[config.mk]
export PLATFORM = sky130hd
export DESIGN_NAME = mem_stall_responder
export DESIGN_NICKNAME = d
export VERILOG_FILES = /design/src/rtl/mem_rsp_pkg.sv /design/src/rtl/mem_stall_lfsr.sv /design/src/rtl/mem_stall_responder.sv
export SDC_FILE = /design/constraint.sdc
export NUM_CORES = 2
export LEC_CHECK = 0
export BUFFER_PORTS_ARGS = -buffer_cell sky130_fd_sc_hd__buf_2
export CAP_MARGIN = 15
export CORE_AREA = 2 2 711 713
export DETAILED_ROUTE_END_ITERATION = 12
export DIE_AREA = 0 0 713 715
export REMOVE_ABC_BUFFERS = 1
export SKIP_LAST_GASP = 1
export SYNTH_ARGS = -nofsm -noshare
export SYNTH_HDL_FRONTEND = slang
export SYNTH_SLANG_ARGS = --single-unit
[constraint.sdc]
create_clock -name clk -period 18.4 [get_ports clk]
set_input_delay 2.76 -clock clk [delete_from_list [all_inputs] [get_ports clk]]
set_output_delay 2.76 -clock clk [all_outputs]
set_load 0.02 [all_outputs]
[src/rtl/mem_rsp_pkg.sv]
// Shared types and constants for the memory stall responder.
// MEM_STALL_RANDOM_EN widens the latency counter to cover the randomised extra delay.
package mem_rsp_pkg;

  typedef enum logic [1:0] {
    ST_IDLE = 2'd0,
    ST_WAIT = 2'd1,
    ST_RESP = 2'd2
  } state_t;

`ifdef MEM_STALL_RANDOM_EN
  localparam int CNT_W = 5;
`else
  localparam int CNT_W = 4;
`endif

  // x^4 + x^3 + 1, Fibonacci form: feedback is q[3] ^ q[2]
  localparam logic [3:0] LFSR_SEED = 4'b1001;
  localparam logic [3:0] LFSR_TAPS = 4'b1100;

endpackage

[src/rtl/mem_stall_lfsr.sv]
// 4-bit free-running LFSR that supplies the extra response delay.
// Only built with MEM_STALL_RANDOM_EN; the default build has no LFSR at all.
`ifdef MEM_STALL_RANDOM_EN
module mem_stall_lfsr
  import mem_rsp_pkg::*;
(
  input  logic       clk,
  input  logic       rst_n,
  input  logic       enable,
  output logic [3:0] out
);

  logic [3:0] q;

  always_ff @(posedge clk or negedge rst_n) begin
    if (!rst_n) begin
      q <= LFSR_SEED;
    end else if (enable) begin
      q <= {q[2:0], ^(q & LFSR_TAPS)};
    end
  end

  assign out = q;

endmodule
`endif

[src/rtl/mem_stall_responder.sv]
// Multi-cycle data-memory target: one request at a time, fixed (or, with
// MEM_STALL_RANDOM_EN, LFSR-jittered) latency before the response is offered.
module mem_stall_responder
  import mem_rsp_pkg::*;
#(
  parameter int DATA_W  = 16,
  parameter int ADDR_W  = 16,
  parameter int MEM_AW  = 8,
  parameter int LATENCY = 3
) (
  input  logic              clk,
  input  logic              rst_n,
  input  logic              req_valid,
  input  logic              req_wr,
  input  logic [ADDR_W-1:0] req_addr,
  input  logic [DATA_W-1:0] req_wdata,
  output logic              req_ready,
  output logic              rsp_valid,
  input  logic              rsp_ready,
  output logic [DATA_W-1:0] rsp_rdata,
  output logic              rsp_err,
  output logic              busy
);

  // Handshakes: a beat transfers on a rising edge where valid && ready; the
  // request side is ready only in IDLE, and rsp_valid/rsp_* hold until rsp_ready.

  if (LATENCY < 1 || LATENCY > 15) begin : g_bad_latency
    $error("mem_stall_responder: LATENCY=%0d outside 1..15", LATENCY);
  end

  if (ADDR_W > MEM_AW + 1) begin : g_addr_hi
    logic unused_addr_hi;
    assign unused_addr_hi = ^req_addr[ADDR_W-1:MEM_AW+1];
  end

  localparam logic [CNT_W-1:0] CNT_ONE = CNT_W'(1);

  state_t              state, state_nxt;
  logic [CNT_W-1:0]    cnt, cnt_nxt, cnt_load;
  logic                accept, enter_resp;
  logic                cap_wr;
  logic [MEM_AW:0]     cap_addr;
  logic [DATA_W-1:0]   cap_wdata;
  logic                eff_wr;
  logic [MEM_AW:0]     eff_addr;
  logic [DATA_W-1:0]   eff_wdata;
  logic [MEM_AW-1:0]   eff_idx;
  logic                eff_err;
  logic [DATA_W-1:0]   rdata_q;
  logic                err_q;
  logic [DATA_W-1:0]   mem [2**MEM_AW];

`ifdef MEM_STALL_RANDOM_EN
  logic [3:0] lfsr;
  logic       unused_lfsr_hi;

  mem_stall_lfsr u_lfsr (
    .clk    (clk),
    .rst_n  (rst_n),
    .enable (1'b1),
    .out    (lfsr)
  );

  assign unused_lfsr_hi = ^lfsr[3:2];
  assign cnt_load       = CNT_W'(LATENCY - 1) + CNT_W'(lfsr[1:0]);
`else
  assign cnt_load = CNT_W'(LATENCY - 1);
`endif

  assign req_ready = (state == ST_IDLE);
  assign busy      = (state != ST_IDLE);
  assign rsp_valid = (state == ST_RESP);
  assign rsp_rdata = rdata_q;
  assign rsp_err   = err_q;
  assign accept    = req_valid && req_ready;

  // With LATENCY=1 the response is formed on the acceptance edge itself, so
  // the live request fields are used instead of the (not yet loaded) captures.
  assign eff_wr    = (state == ST_IDLE) ? req_wr             : cap_wr;
  assign eff_addr  = (state == ST_IDLE) ? req_addr[MEM_AW:0] : cap_addr;
  assign eff_wdata = (state == ST_IDLE) ? req_wdata          : cap_wdata;
  assign eff_idx   = eff_addr[MEM_AW:1];
  assign eff_err   = eff_addr[0];

  always_comb begin
    state_nxt  = state;
    cnt_nxt    = cnt;
    enter_resp = 1'b0;
    case (state)
      ST_IDLE: begin
        if (accept) begin
          cnt_nxt = cnt_load;
          if (cnt_load != '0) begin
            state_nxt = ST_WAIT;
          end else begin
            state_nxt  = ST_RESP;
            enter_resp = 1'b1;
          end
        end
      end
      ST_WAIT: begin
        cnt_nxt = cnt - CNT_ONE;
        if (cnt == CNT_ONE) begin
          state_nxt  = ST_RESP;
          enter_resp = 1'b1;
        end
      end
      ST_RESP: begin
        if (rsp_ready) begin
          state_nxt = ST_IDLE;
        end
      end
      default: state_nxt = ST_IDLE;
    endcase
  end

  always_ff @(posedge clk or negedge rst_n) begin
    if (!rst_n) begin
      state     <= ST_IDLE;
      cnt       <= '0;
      cap_wr    <= 1'b0;
      cap_addr  <= '0;
      cap_wdata <= '0;
      rdata_q   <= '0;
      err_q     <= 1'b0;
    end else begin
      state <= state_nxt;
      cnt   <= cnt_nxt;
      if (accept) begin
        cap_wr    <= req_wr;
        cap_addr  <= req_addr[MEM_AW:0];
        cap_wdata <= req_wdata;
      end
      if (enter_resp) begin
        err_q   <= eff_err;
        rdata_q <= (eff_wr || eff_err) ? '0 : mem[eff_idx];
      end else if (state == ST_RESP && rsp_ready) begin
        err_q   <= 1'b0;
        rdata_q <= '0;
      end
    end
  end

  // The array is deliberately outside the reset domain: contents survive rst_n.
  always_ff @(posedge clk) begin
    if (enter_resp && eff_wr && !eff_err) begin
      mem[eff_idx] <= eff_wdata;
    end
  end

endmodule

==> impl_metrics.json <==
{
  "grt_util_met2_pct": 26.03,
  "worst_setup_path_end_kind": "flip-flop",
  "p_switching_mw": 10.45,
  "numCtsBuffers": 399,
  "total_power_mw": 29.20,
  "path_class": "in2reg",
  "cts_tree": "built",
  "synth_simple_gate_area_share_pct": 1.453,
  "synth_top_family_by_area": "compound AO/OA/AOI/OAI gates",
  "finalCritPeriodShare_pct": 43.89,
  "clk_pin_slew_ns": 0.06,
  "drc_errors": 0,
  "h-tree-depth": 5,
  "area_growth_pct": 15.23,
  "grt_usage_pct": 16.57,
  "status": "completed",
  "intPower_mw": 18.75,
  "timing.setup.tns_ns": 0,
  "rows": 261,
  "cap_violations": 0,
  "slowest_stage": "nor4_1",
  "synth_adder_area_share_pct": 0.01665,
  "worst_path_largest_cell_delay_ns": 1.07,
  "power_switching_share_pct": 35.79,
  "ys_types": 43,
  "yosys.area.top_type": "edfxtp_1",
  "finClkSkew_ns": 0.04876,
  "path_cells": "buf_2, or4b_1, o21a_4, buf_4, buf_4, buf_4, o22ai_1, o21ai_0, a41oi_1, nor4_1, o22ai_1, o41ai_2",
  "synth_xor_area_share_pct": 0.005826,
  "seq_power_share_pct": 42.4,
  "io_buffers": 49,
  "die_x_um": 713,
  "vias": 88400,
  "synth_compound_area_share_pct": 14.01,
  "top_usage_layer": "met2",
  "ys_top_cells_by_count": "edfxtp_1, o22ai_1, o21ai_0",
  "nets": 9058,
  "vias_per_cell": 5.498,
  "syn-cell-area_mm2": 0.1503,
  "p_comb_share_pct": 29.8,
  "io-pin-count": 57,
  "crit_top_cell": "buf_4",
  "synth_edf_count": 4096,
  "met3_usage_pct": 4.182,
  "hold_path_class": "reg2reg",
  "syn_inst": 8756,
  "hold_viol_final": 0,
  "firstDrtPassIters": 8,
  "drive_gt1_share_pct": 12.50,
  "tightestPinTransition_ns": 1.318,
  "start_kind": "input port",
  "power_leakage_nw": 51.37,
  "clock_path_buffers": 4,
  "clkPwrFrac_pct": 27.8,
  "initial_core_util_pct": 29.89,
  "synth_most_common_cell": "edfxtp_1",
  "overflow": 0,
  "synthArstFlopShare_pct": 1.182,
  "ys_seq_elements": 4145,
  "ys_seq_area_share_pct": 82.63,
  "grt_pass1_wl_mm": 623.7,
  "postCtsHoldBufs": 0,
  "grt_setup_unrepaired": "false",
  "max_freq_mhz": 123.8,
  "dieArea_mm2": 0.5098,
  "clk_latency_ns": 0.96,
  "drt-initial-drc-count": 11570,
  "yosysTopAreaCellShare_pct": 81.82,
  "antenna_found_initial": 33,
  "avgSynthCellArea_um2": 17.17,
  "finalSetupViolations": 0,
  "grt.met1_usage_pct": 22.55,
  "ir_worst_vdd_mv": 0.1961,
  "cts_resized": 0,
  "grt_pass1_vias": 84380,
  "cts_root_buffer": "clkbuf_16",
  "drv_slew": 0,
  "die_h_um": 715,
  "yosysWarnings": 0,
  "routed_wirelength_mm": 443.0,
  "period_minus_slack_ns": 8.077,
  "synthMuxAreaShare_pct": 0,
  "wire_per_inst_um": 27.55,
  "max_slew_margin_pct": 11.00,
  "post_cts_buffers": 0,
  "cp_max_fo": 46,
  "yosys-top-cells-area": "edfxtp_1, o22ai_1, o21ai_0, a41oi_1, clkbuf_1",
  "grt_max_degree": 193,
  "cts_sinks": 4145,
  "antenna_left": 0,
  "core-area_mm2": 0.5029,
  "cp.arrival_ns": 8.92,
  "critPathRequiredTime_ns": 19.24,
  "hpwlAfterDp_mm": 245.9,
  "place_congestion": 0.8037,
  "synthFlopType": "edfxtp_1",
  "powerDensity_mw_per_mm2": 168.5
}
-- through the flow --
stage / util [%] / hold slack [ns] / cells / setup WS (ns) / instance area (um^2)
6_report: 34.45 / 0.4740 / 16080 / 10.32 / 173200
3_5_place_dp: 31.86 / 0.4630 / 15320 / 9.570 / 160200
5_1_grt: 34.44 / 0.5011 / 16060 / 10.43 / 173200
4_1_cts: 34.42 / 0.4788 / 16050 / 10.60 / 173100
3_3_place_gp: 31.86 / 0.4646 / 15320 / 9.640 / 160200
2_1_floorplan: - / 0.4455 / 8117 / -4.608 / 147500
-- registers in the layout, indices dropped and copies added, names as in the netlist --
signal	flops
cap_addr	9
cap_wdata	16
cap_wr	1
cnt	4
mem	4096
rsp_err	1
rsp_rdata	16
state	2
-- power groups by stage --
stage	sequential [mW]	clock (mW)	combinational, mW
2_1_floorplan	13.1	0	5.79
3_3_place_gp	12.6	0	8.43
3_5_place_dp	12.6	0	8.55
4_1_cts	12.4	8.19	8.57
5_1_grt	12.4	8.56	9.15
6_report	12.4	8.11	8.70
-- cell type report --
| cell class | count | area, um^2 |
|---|---|---|
| Antenna cell | 20 | 50.05 |
| Clock buffer | 479 | 10430 |
| Clock inverter | 256 | 2427 |
| Fill cell | 47300 | 329700 |
| Inverter | 10 | 42.54 |
| Multi-Input combinational cell | 3962 | 23770 |
| Sequential cell | 4145 | 124200 |
| Tap cell | 6706 | 8391 |
| Timing Repair Buffer | 501 | 3900 |
-- cells in the final DEF, fill, tap and decap left out, drive strengths merged, types with 2 or more instances in the layout --
| master | netlist | routed |
|---|---|---|
| a21oi | 68 | 68 |
| a22oi | 128 | 128 |
| a41oi | 241 | 241 |
| buf | 301 | 501 |
| bufinv | 0 | 39 |
| clkbuf | 338 | 479 |
| clkinv | 1 | 176 |
| clkinvlp | 0 | 22 |
| dfrtp | 49 | 49 |
| diode | 0 | 20 |
| edfxtp | 4096 | 4096 |
| ha | 2 | 2 |
| inv | 9 | 29 |
| nand2 | 169 | 169 |
| nand2b | 9 | 9 |
| nand3 | 18 | 18 |
| nand4 | 8 | 8 |
| nand4b | 2 | 2 |
| nor2 | 268 | 268 |
| nor2b | 3 | 3 |
| nor3 | 9 | 9 |
| nor4 | 29 | 29 |
| o21a | 12 | 12 |
| o21ai | 1003 | 1003 |
| o221ai | 3 | 3 |
| o22ai | 1930 | 1930 |
| o31a | 4 | 4 |
| o31ai | 4 | 4 |
| o41ai | 37 | 37 |
| or3 | 2 | 2 |
| or4 | 4 | 4 |
| or4b | 2 | 2 |
-- critical path, delay by kind of cell --
kind	cells	cell delay (ns)
AOI/OAI and AO/OA	6	2.68
buffers and inverters	4	2.00
and+or+nand+nor	2	1.31
-- worst paths after layout --
check                                  start             to  slack, ns  depth (start not counted)
worst min-delay path            cap_wdata[2]   cap_wdata[2]       0.47                          2
min in group asynchronous              rst_n  cap_wdata[11]       1.64                          1
max in group asynchronous              rst_n         cap_wr      15.68                          2
worst min register to register  cap_wdata[2]   cap_wdata[2]       0.47                          2
worst max-delay path             req_addr[1]   rsp_rdata[3]      10.32                         12
worst max register to register      state[0]   rsp_rdata[3]      10.86                         12
-- routing by layer --
metal  share of wire (%)  up-vias  wire, um
met5               0.028        -       124
met4                 3.3       20     14760
met3                  11      682     48950
met2                  46     4608    202300
met1                  40    45860    176800
li1                    -    37230         -
-- cell families after synthesis --
logic type                 Yosys count
xor gates and xnor gates             1
buffers and inverters              649
and+or+nand+nor                    526
AOI/OAI and AO/OA                 3433
adders and majority gates            2
DFF                               4145
(Power assumes the default switching activity.)
